--- config.mk ---
export PLATFORM = sky130hd
export DESIGN_NAME = sweep_test_ctrl_flat
export DESIGN_NICKNAME = d
export VERILOG_FILES = /design/src/rtl/sweep_pkg.sv /design/src/rtl/sweep_test_ctrl_if.sv /design/src/rtl/fail_capture.sv /design/src/rtl/sweep_test_ctrl.sv /design/src/flat_wrapper.sv
export SDC_FILE = /design/constraint.sdc
export NUM_CORES = 1
export LEC_CHECK = 0
export BUFFER_PORTS_ARGS = -buffer_cell sky130_fd_sc_hd__buf_2
export CAP_MARGIN = 40
export CORE_AREA = 2 2 95 143
export CTS_CLUSTER_DIAMETER = 200
export DETAILED_ROUTE_END_ITERATION = 10
export DIE_AREA = 0 0 97 145
export PLACE_DENSITY_LB_ADDON = 0.2
export SYNTH_ARGS = -nofsm -noshare
export SYNTH_HDL_FRONTEND = slang
export SYNTH_SLANG_ARGS = --single-unit
--- constraint.sdc ---
create_clock -name CLOCK_50 -period 5 [get_ports CLOCK_50]
set_clock_uncertainty 0.15 [all_clocks]
set_input_delay 0.5 -clock CLOCK_50 [delete_from_list [all_inputs] [get_ports CLOCK_50]]
set_output_delay 0.5 -clock CLOCK_50 [all_outputs]
set_load 0.05 [all_outputs]
--- src/rtl/sweep_pkg.sv ---
// sweep_pkg: shared state encoding, timing limits and bus field helpers for the sweep controller.
package sweep_pkg;
    typedef enum logic [2:0] {
        S_IDLE, S_PLL_RST, S_WAIT_DROP, S_WAIT_LOCK, S_SETTLE, S_TEST, S_STEP, S_DONE
    } state_t;
    localparam int WAIT_DROP_MAX = 8;
    localparam int DROP_W = $clog2(WAIT_DROP_MAX);
    function automatic int field_lo(input int ch, input int w);
        return ch * w;
    endfunction
endpackage

--- src/rtl/sweep_test_ctrl_if.sv ---
// sweep_test_ctrl_if: step/reset handshake between the sweep controller and the reconfigurable PLL.
interface sweep_test_ctrl_if #(parameter int FREQ_W = 9);
    logic pll_reset;
    logic next_frequency;
    logic freq_ready;
    logic [FREQ_W-1:0] frequency;
    modport master (output pll_reset, next_frequency, input freq_ready, frequency);
    modport slave (input pll_reset, next_frequency, output freq_ready, frequency);
endinterface

--- src/rtl/fail_capture.sv ---
// fail_capture: one channel's rising-edge error counter with first-fail frequency capture.
module fail_capture #(
    parameter int FREQ_W = 9,
    parameter int FCNT_W = 11
) (
    input  logic              CLOCK_50,
    input  logic              reset_n,
    input  logic              error,
    input  logic              window,
    input  logic              clear,
    input  logic [FREQ_W-1:0] frequency,
    output logic              fail_valid,
    output logic [FREQ_W-1:0] fail_freq,
    output logic [FCNT_W-1:0] fail_count
);
    logic err_d;
    logic rise;
    // err_d tracks outside the window too, so a level already high on entry is not a rise
    assign rise = error & ~err_d & window;
    always_ff @(posedge CLOCK_50 or negedge reset_n) begin
        if (!reset_n) begin
            err_d      <= 1'b0;
            fail_valid <= 1'b0;
            fail_freq  <= '0;
            fail_count <= '0;
        end else begin
            err_d <= error;
            if (clear) begin
                fail_valid <= 1'b0;
                fail_freq  <= '0;
                fail_count <= '0;
            end else if (rise) begin
                fail_count <= (fail_count == '1) ? fail_count : fail_count + 1'b1;
                if (!fail_valid) begin
                    fail_valid <= 1'b1;
                    fail_freq  <= frequency;
                end
            end
        end
    end
endmodule

--- src/rtl/sweep_test_ctrl.sv ---
// sweep_test_ctrl: steps the PLL through a frequency sweep and collects per-channel RAM fail results.
module sweep_test_ctrl
    import sweep_pkg::*;
#(
    parameter int                N_CH     = 4,
    parameter int                FREQ_W   = 9,
    parameter int                LEN_W    = 20,
    parameter int                FCNT_W   = 11,
    parameter int                SETTLE   = 32,
    parameter logic [FREQ_W-1:0] FREQ_MAX = '1
) (
    input  logic                     CLOCK_50,
    input  logic                     reset_n,
    input  logic                     start,
    input  logic                     abort,
    input  logic                     clear,
    input  logic                     stop_on_fail,
    input  logic [LEN_W-1:0]         test_length,
    input  logic [N_CH-1:0]          error,
    sweep_test_ctrl_if.master        pll,
    output logic                     busy,
    output logic                     done,
    output logic [N_CH-1:0]          fail_valid,
    output logic [N_CH*FREQ_W-1:0]   fail_freq,
    output logic [N_CH*FCNT_W-1:0]   fail_count
);
    localparam int SW = $clog2(SETTLE) + 1;
    state_t             state, state_n;
    logic [LEN_W-1:0]   test_cnt, test_cnt_n, last;
    logic [SW-1:0]      settle_cnt, settle_cnt_n;
    logic [DROP_W-1:0]  drop_cnt, drop_cnt_n;
    logic               idle_like, clr, go, window, finish;
    assign idle_like = (state == S_IDLE) || (state == S_DONE);
    assign clr       = clear & ~abort & idle_like;
    assign go        = start & ~clear & ~abort & idle_like;
    assign last      = (test_length == '0) ? '0 : test_length - LEN_W'(1);
    assign window    = (state == S_TEST) && pll.freq_ready;
    assign finish    = (pll.frequency == FREQ_MAX) || (stop_on_fail && |fail_valid);
    assign busy               = !idle_like;
    assign done               = state == S_DONE;
    assign pll.pll_reset      = state == S_PLL_RST;
    assign pll.next_frequency = state == S_STEP;
    always_ff @(posedge CLOCK_50 or negedge reset_n) begin
        if (!reset_n) begin
            state      <= S_IDLE;
            test_cnt   <= '0;
            settle_cnt <= '0;
            drop_cnt   <= '0;
        end else begin
            state      <= state_n;
            test_cnt   <= test_cnt_n;
            settle_cnt <= settle_cnt_n;
            drop_cnt   <= drop_cnt_n;
        end
    end
    always_comb begin
        state_n      = state;
        test_cnt_n   = test_cnt;
        settle_cnt_n = settle_cnt;
        drop_cnt_n   = drop_cnt;
        if (abort) state_n = S_IDLE;
        else case (state)
            S_IDLE, S_DONE: state_n = go ? S_PLL_RST : state;
            S_PLL_RST:      state_n = S_WAIT_LOCK;
            S_WAIT_LOCK: begin
                test_cnt_n   = '0;
                settle_cnt_n = '0;
                state_n      = pll.freq_ready ? S_SETTLE : S_WAIT_LOCK;
            end
            S_SETTLE: begin
                settle_cnt_n = pll.freq_ready ? settle_cnt + 1'b1 : '0;
                state_n      = (pll.freq_ready && settle_cnt == SW'(SETTLE - 1)) ? S_TEST : S_SETTLE;
            end
            // a lock loss mid-dwell resettles but resumes at the held test_cnt
            S_TEST: begin
                if (!pll.freq_ready) begin
                    state_n      = S_SETTLE;
                    settle_cnt_n = '0;
                end else if (test_cnt == last) state_n = finish ? S_DONE : S_STEP;
                else test_cnt_n = test_cnt + 1'b1;
            end
            S_STEP: begin
                drop_cnt_n = '0;
                state_n    = S_WAIT_DROP;
            end
            S_WAIT_DROP: begin
                drop_cnt_n = drop_cnt + 1'b1;
                state_n    = (!pll.freq_ready || drop_cnt == DROP_W'(WAIT_DROP_MAX - 1)) ? S_WAIT_LOCK : S_WAIT_DROP;
            end
            default: state_n = S_IDLE;
        endcase
    end
    for (genvar i = 0; i < N_CH; i++) begin : g_ch
        fail_capture #(.FREQ_W(FREQ_W), .FCNT_W(FCNT_W)) u_cap (
            .CLOCK_50   (CLOCK_50),
            .reset_n    (reset_n),
            .error      (error[i]),
            .window     (window),
            .clear      (clr),
            .frequency  (pll.frequency),
            .fail_valid (fail_valid[i]),
            .fail_freq  (fail_freq[field_lo(i, FREQ_W) +: FREQ_W]),
            .fail_count (fail_count[field_lo(i, FCNT_W) +: FCNT_W])
        );
    end
endmodule

--- src/flat_wrapper.sv ---
// flat-port wrapper written by rule: the top's interface ports become plain ports
module sweep_test_ctrl_flat import sweep_pkg::*;
#(
    parameter int                N_CH     = 4,
    parameter int                FREQ_W   = 9,
    parameter int                LEN_W    = 20,
    parameter int                FCNT_W   = 11,
    parameter int                SETTLE   = 32,
    parameter logic [FREQ_W-1:0] FREQ_MAX = '1
)
  (CLOCK_50, reset_n, start, abort, clear, stop_on_fail, test_length, error, busy, done, fail_valid, fail_freq, fail_count, pll_pll_reset, pll_next_frequency, pll_freq_ready, pll_frequency);
  sweep_test_ctrl_if #(.FREQ_W(FREQ_W)) pll_i ();
  input  logic CLOCK_50;
  input  logic reset_n;
  input  logic start;
  input  logic abort;
  input  logic clear;
  input  logic stop_on_fail;
  input  logic [LEN_W-1:0] test_length;
  input  logic [N_CH-1:0] error;
  output logic busy;
  output logic done;
  output logic [N_CH-1:0] fail_valid;
  output logic [N_CH*FREQ_W-1:0] fail_freq;
  output logic [N_CH*FCNT_W-1:0] fail_count;
  output wire logic [$bits(pll_i.pll_reset)-1:0] pll_pll_reset;
  output wire logic [$bits(pll_i.next_frequency)-1:0] pll_next_frequency;
  input wire logic [$bits(pll_i.freq_ready)-1:0] pll_freq_ready;
  input wire logic [$bits(pll_i.frequency)-1:0] pll_frequency;
  assign pll_pll_reset = pll_i.pll_reset;
  assign pll_next_frequency = pll_i.next_frequency;
  assign pll_i.freq_ready = pll_freq_ready;
  assign pll_i.frequency = pll_frequency;
  sweep_test_ctrl #(.N_CH(N_CH), .FREQ_W(FREQ_W), .LEN_W(LEN_W), .FCNT_W(FCNT_W), .SETTLE(SETTLE), .FREQ_MAX(FREQ_MAX)) u_core (.CLOCK_50(CLOCK_50), .reset_n(reset_n), .start(start), .abort(abort), .clear(clear), .stop_on_fail(stop_on_fail), .test_length(test_length), .error(error), .pll(pll_i), .busy(busy), .done(done), .fail_valid(fail_valid), .fail_freq(fail_freq), .fail_count(fail_count));
endmodule
==> metrics, run 1 <==
outcome=finished, final reports clean; RSZ-0062 raised after global routing=false; final cycle utilization of the critical path=0.7046; gpl congestion=between 0.8 and 0.9; die area=14070 um^2; DP Wirelength=around 14 mm; layout cells sized above 1=0.2254; CTS Buf Count=17; Port Buf Inserts=around 130; Resize count post-CTS=0; critical path class=in2reg; Root Buffer=clkbuf_16; WHS=~0.086 ns; drc violations=0; Worst IR Drop VDD=0.3409 mV; Power Internal=around 2.2 mW; crit-path max FO=14; flop2flop setup slack=approximately 1.8 ns; Layout area overhead=20.08%; Rel. slew slack=0.5510; leading cell types in the layout, fill and taps excluded=buf_2, nor2_1, dfrtp_1; Hold Path Sink=u_core.g_ch[3].u_cap.err_d$_DFF_PN0_; largest net degree at the start of global routing=67; CP Capture Type=flop; Most used DFF post-synth=dfrtp_1; GRT Util Overall=0.2706; FILL cells=slightly above 1000; hold path startpoint=error[3]; # Post-CTS Setup Buffers=0; commonest non-fill, non-tap cell in the layout=buf_2; Site Rows=~50; starting density of the core=0.5412; Comb pwr share=0.256; Clk Latency, worst-skew pair=0.41 ns; drt first pass iters=5; YS warnings=0; wire per inst=about 18 um; vias in the first global route=approximately 6400; area of the multi-input gates=~3700 um^2; Post-Layout Cell Count=about 1000; Mapped Area=just under 7000 um^2; P_sw=1.232 mW; remaining global-route overflow=0; setup tns final=0 ns; Worst-Margin Slew=between 0.6 and 0.7 ns; placed cells=1009; Avg Cell Area, Syn=9.330 um^2; Worst-path clk slew=0.06 ns; DRT antenna net count=0; 1st-iter DRT viols=around 300; I/O pin count=between 100 and 150; # Max-Cap Violations=0; CTS Buffer Depth=2; pwr/cell area=approximately 420 nW/um^2; share of power burned in registers=0.372; Critical Path RT=around 5.2 ns; CP Data Arrival Time=between 3 and 4 ns; CTS tree=yes; final instance area=approximately 8300 um^2; hold crit path type=in2reg; sequential-to-total area share from yosys stat=0.4326; crit path time final=approximately 3.5 ns; htree depth=4; type of origin of the critical path=input port; final total power=roughly 3.5 mW; leakage power figure=3.887 nW; Final Setup Violations=0; Cells after Synth=744; clock sink total=120; post-synth net total=~790; Reg-to-Reg Start=u_core.state[2]$_DFFE_PN0P_; drt via density=around 6; antenna cell count=0; nets=919; DP Area=a little under 8000 um^2; CORE AREA=12830 um^2; Yosys cell types=between 60 and 70; Final Hold Vio Count=0; initial antenna violation count=0; storage element area=between 3000 and 4000 um^2; Hold Path Stages=1; switching share of power=0.3554; r2r endpoint=u_core.g_ch[1].u_cap.fail_count[6]$_DFFE_PN0P_; Achievable Freq=roughly 0.28 GHz; synthesized flop and latch total=120; Die W=~97 um; EDFF count, synth=0; first-pass GRT wire length=between 30 and 40 mm; drt total wl=approximately 19 mm; FFs w/ async S/R, synth=1.000; Max Slew Vio Count=0; Worst Reg2Reg Path Length in Cells=9; vias post-DR=between 6000 and 7000; Clk pwr share=0.372; Die H=between 100 and 150 um
[Yosys cell counts, drive strengths merged, types with 3 or more instances]
cell,number,share of area
o21ai,33,0.024
xnor2,18,0.023
o22ai,5,0.0045
buf,15,0.018
a31oi,3,0.0027
nor4,10,0.019
clkbuf,17,0.0092
and3,16,0.014
nand2,53,0.029
o31ai,19,0.022
xor2,25,0.032
nand3b,5,0.0054
ha,9,0.016
nor2,122,0.066
nand2b,9,0.0092
and2,4,0.0036
nor3,21,0.017
inv,23,0.012
a211o,3,0.0038
nand3,23,0.017
or2,3,0.0027
nor2b,8,0.0072
nor3b,6,0.0072
o41ai,15,0.024
or3,19,0.017
nand4,17,0.015
a21oi,34,0.025
or4,11,0.014
o211ai,4,0.0050
mux2,4,0.0065
mux2i,43,0.062
dfrtp,120,0.43
[cell type report]
cell class | count | share of cell area
clock buffers | 20 | 0.05359
clock inverters | 12 | 0.02086
inverters | 23 | 0.01036
multi-input cells | 569 | 0.4401
flip-flops and latches | 120 | 0.3603
well taps | 159 | 0.02387
repair buffers | 139 | 0.09096
[worst max-delay path, stage by stage]
cell	delay, ns
buf_2	0.15
inv_1	0.09
ha_1	0.24
nor3b_2	0.40
a21oi_1	0.17
or4_1	0.52
a21oi_1	0.24
o221ai_1	0.16
a2111oi_2	0.33
and4_1	0.27
nand2b_4	0.26
mux2_1	0.34
[how the worst max path moves through the flow]
stage | depth (start not counted) | endpoint | from | slack (ns)
finish | 12 | u_core.test_cnt[0]$_DFFE_PN0P_ | test_length[0] | 1.48
global route | 12 | u_core.test_cnt[0]$_DFFE_PN0P_ | test_length[0] | 1.25
floorplan | 13 | u_core.test_cnt[0]$_DFFE_PN0P_ | test_length[0] | 1.46
detailed placement | 11 | u_core.test_cnt[0]$_DFFE_PN0P_ | test_length[0] | 1.10
CTS | 11 | u_core.test_cnt[0]$_DFFE_PN0P_ | test_length[0] | 1.52
global placement | 11 | u_core.test_cnt[0]$_DFFE_PN0P_ | test_length[0] | 1.16
[power groups by stage]
| stage | registers (mW) | logic [mW] | clock network (mW) |
|---|---|---|---|
| 2_1_floorplan | 1.34 | 0.577 | 0 |
| 3_3_place_gp | 1.28 | 0.850 | 0 |
| 3_5_place_dp | 1.30 | 0.885 | 0 |
| 4_1_cts | 1.28 | 0.892 | 1.30 |
| 5_1_grt | 1.31 | 0.967 | 1.34 |
| 6_report | 1.29 | 0.889 | 1.29 |
[state kept, by name, summed over array words and instances (netlist names)]
signal	count
u_core.state	3
u_core.g_ch.u_cap.fail_valid	4
u_core.g_ch.u_cap.err_d	4
u_core.settle_cnt	6
u_core.test_cnt	20
u_core.g_ch.u_cap.fail_freq	36
u_core.g_ch.u_cap.fail_count	44
u_core.drop_cnt	3
[per-stage QoR]
step,worst slack [ns],util
floorplan,1.461,-
global placement,1.157,0.5956
detailed placement,1.101,0.6007
CTS,1.522,0.6499
global route,1.248,0.6499
finish,1.477,0.6499
[cells by family (layout without fill, tap and decap cells)]
kind of cell,Yosys count,after routing,share of synthesized area
and+or+nand+nor,334,334,0.2511
AOI/OAI and AO/OA,136,136,0.1377
DFF,120,120,0.4326
buffers and inverters,55,194,0.03965
muxes,47,47,0.06849
xor gates and xnor gates,43,43,0.05425
adders and majority gates,9,9,0.01622
[per-layer routing]
metal	wire [um]	global-route usage	part of all wire
met4	745	0.1254	0.040
met1	7045	0.2904	0.37
met5	0	0	0
met2	10100	0.4931	0.54
met3	925	0.06696	0.049
[what timing repair did]
item,CTS,global route
setup endpoints to repair,0,0
hold buffers,1,0
hold endpoints to repair,27,0
(Power assumes the default switching activity.)
==> inputs of run 2 (changes only) <==
--- a/config.mk
+++ b/config.mk
@@ -5,12 +5,13 @@
 export SDC_FILE = /design/constraint.sdc
 export NUM_CORES = 1
 export LEC_CHECK = 0
+export ABC_AREA = 1
 export BUFFER_PORTS_ARGS = -buffer_cell sky130_fd_sc_hd__buf_2
 export CAP_MARGIN = 40
-export CORE_AREA = 2 2 95 143
+export CORE_AREA = 2 2 96 144
 export CTS_CLUSTER_DIAMETER = 200
 export DETAILED_ROUTE_END_ITERATION = 10
-export DIE_AREA = 0 0 97 145
+export DIE_AREA = 0 0 98 146
 export PLACE_DENSITY_LB_ADDON = 0.2
 export SYNTH_ARGS = -nofsm -noshare
 export SYNTH_HDL_FRONTEND = slang
==> constraint.sdc (replaced) <==
create_clock -name CLOCK_50 -period 3.4 [get_ports CLOCK_50]
set_clock_uncertainty 0.15 [all_clocks]
set_input_delay 0.34 -clock CLOCK_50 [delete_from_list [all_inputs] [get_ports CLOCK_50]]
set_output_delay 0.34 -clock CLOCK_50 [all_outputs]
set_load 0.05 [all_outputs]
==> metrics, run 2 <==
Worst IR Drop VDD=0.5558 mV (+63%); Post-Layout Cell Count=1264 (+21%); placed cells=1227 (+22%); Most used DFF post-synth=dfrtp_1; DRT antenna net count=0 (unchanged); 1st-iter DRT viols=307 (+2.0%); gpl congestion=0.8656 (-3.2%); layout cells sized above 1=0.1928 (-0.03261); Final Setup Violations=0 (unchanged); vias in the first global route=6511 (+1.1%); CORE AREA=12950 um^2 (+0.99%); critical path class=reg2reg; Power Internal=3.344 mW (+50%); post-synth top area share=0.4243 (-0.008260); Layout area overhead=19.29%; final cycle utilization of the critical path=0.7591; clock sink total=120 (unchanged); sequential-to-total area share from yosys stat=0.4243 (-0.008260); most common cell in the netlist=nand2_1; antenna cell count=0 (unchanged); EDFF count, synth=0 (unchanged); YS warnings=0 (unchanged); post-synth net total=1008 (+27%); switching share of power=0.4477 (+0.09227); commonest non-fill, non-tap cell in the layout=nand2_1; CTS Buffer Depth=2 (unchanged); nets=1141 (+24%); drt first pass iters=5 (unchanged); Worst-Margin Slew=0.7957 ns (+0.1221 ns); CTS Buf Count=17 (unchanged); synthesized flop and latch total=120 (unchanged); pwr/cell area=717.1 nW/um^2 (+72%); drt via density=5.211 (-13%); remaining global-route overflow=0 (unchanged); type of origin of the critical path=flop; largest net degree at the start of global routing=53 (-21%); drt total wl=17.78 mm (-5.5%); Final Hold Vio Count=0 (unchanged); Clk Latency, worst-skew pair=0.41 ns (about the same); Die H=146 um (+0.69%); crit-path max FO=18 (+4); initial antenna violation count=0 (unchanged); wire per inst=14.07 um (-22%); Root Buffer=clkbuf_16; # Post-CTS Setup Buffers=0 (unchanged); biggest regs=u_core.g_ch.u_cap.fail_count: 44 flops, u_core.g_ch.u_cap.fail_freq: 36 flops, u_core.test_cnt: 20 flops; Mapped Area=7077 um^2 (+1.9%); leading cell types in the layout, fill and taps excluded=nand2_1, inv_1, buf_2; Comb pwr share=0.384 (+0.128); CP Data Arrival Time=2.68 ns (-0.99 ns); Rel. slew slack=0.4696 (-0.08141); Avg Cell Area, Syn=7.379 um^2 (-21%); CTS tree=yes; GRT Util Overall=0.2573 (-0.01328); Worst-path clk slew=0.06 ns (about the same); CP Capture Type=flop; htree depth=4 (unchanged); Site Rows=51 (unchanged); Achievable Freq=0.3875 GHz; Port Buf Inserts=127 (unchanged); setup tns final=0 ns (unchanged); Yosys cell types=44 (-35%); Critical Path RT=3.50 ns (-1.65 ns); # Max-Cap Violations=0 (unchanged); Clk pwr share=0.290 (-0.082); first-pass GRT wire length=30.13 mm (-3.6%); Synth top cells by count=nand2_1, inv_1, dfrtp_1; I/O pin count=128 (unchanged); vias post-DR=6587 (+5.5%); FILL cells=1154 (+14%); die area=14310 um^2 (+1.7%); Max Slew Vio Count=0 (unchanged); crit path time final=around 2.6 ns; Area contributors post-synth=dfrtp_1, nand2_1, inv_1; Synth area leader=dfrtp_1; starting density of the core=0.5463 (+0.005100); hold crit path type=in2reg; Die W=98 um (+1.0%); DP Wirelength=13.46 mm (-1.6%); RSZ-0062 raised after global routing=false; final core occ=0.6517 (+0.001807); drc violations=0 (unchanged); P_sw=2.710 mW (+120%); share of power burned in registers=0.327 (-0.045); Cells after Synth=959 (+29%); outcome=finished, final reports clean; leakage power figure=4.230 nW (+8.8%); Reg with most FFs=u_core.g_ch.u_cap.fail_count; max reg flops=44 (unchanged); FFs w/ async S/R, synth=1.000 (unchanged)
run 2: power by group through the flow:
stage	logic, mW	registers, mW	clock network [mW]
detailed placement	2.33	1.99	0
global route	2.51	2.01	1.86
global placement	2.29	1.98	0
CTS	2.34	1.97	1.78
floorplan	0.888	2.82	0
finish	2.32	1.98	1.75
run 2: worst paths after layout:
check | from | end | slack, ns | depth (start not counted)
max in group asynchronous | reset_n | u_core.g_ch[3].u_cap.fail_count[9]$_DFFE_PN0P_ | 1.94 | 3
worst min register to register | u_core.g_ch[0].u_cap.fail_freq[1]$_DFFE_PN0P_ | u_core.g_ch[0].u_cap.fail_freq[1]$_DFFE_PN0P_ | 0.33 | 2
worst min-delay path | pll_frequency[4] | u_core.g_ch[2].u_cap.fail_freq[4]$_DFFE_PN0P_ | 0.14 | 3
worst max-delay path | u_core.state[1]$_DFFE_PN0P_ | u_core.g_ch[2].u_cap.fail_freq[3]$_DFFE_PN0P_ | 0.82 | 8
worst max register to register | u_core.state[1]$_DFFE_PN0P_ | u_core.g_ch[2].u_cap.fail_freq[3]$_DFFE_PN0P_ | 0.82 | 8
min in group asynchronous | reset_n | u_core.g_ch[2].u_cap.fail_count[5]$_DFFE_PN0P_ | 0.35 | 2
run 2: worst max-delay path, stage by stage (launching register included):
cell	delay, ns
dfrtp_1	0.46
nand2_1	0.13
nor2_1	0.06
a21oi_1	0.27
nor2_2	0.07
nand2_2	0.21
inv_2	0.21
a21oi_2	0.63
o21ai_0	0.21
run 2: routing by layer:
metal | track usage | routed length (um) | vias up
li1 | - | - | 3353
met1 | 0.2873 | 6931 | 3070
met2 | 0.4753 | 9693 | 134
met3 | 0.04995 | 708 | 30
met4 | 0.1000 | 445 | 0
met5 | 0 | 0 | -
run 2: logic make-up after synthesis:
group / share of synthesized area
simple gates: 0.3336
buf+inv: 0.09459
compound gates: 0.09689
flops: 0.4243
xor+xnor: 0.03465
fa+ha+maj: 0.01591
run 2: layout make-up:
cell class | count | area [um^2] | area share
Clock buffer | 18 | 429.2 | 0.05084
Timing Repair Buffer | 141 | 755.7 | 0.08952
Clock inverter | 14 | 151.4 | 0.01793
Tap cell | 159 | 198.9 | 0.02357
Inverter | 133 | 499.2 | 0.05914
Multi-Input combinational cell | 679 | 3405 | 0.4033
Sequential cell | 120 | 3003 | 0.3557
run 2: per-stage QoR:
step	cell area [um^2]	total power [mW]	hold slack (ns)	setup slack, ns
finish	8442	6.054	0.1434	0.8191
global route	8442	6.382	0.1546	0.4363
CTS	8442	6.092	0.1307	0.8049
detailed placement	7811	4.314	0.2627	0.3945
global placement	7811	4.279	0.2647	0.4611
floorplan	7077	3.703	-0.1056	0.2300
run 2: repair_timing:
item                                    4_1_cts  5_1_grt
endpoints found under the setup margin        0        0
hold buffers                                  5        0
resized for setup                             0        0
hold endpoints to repair                     53        0
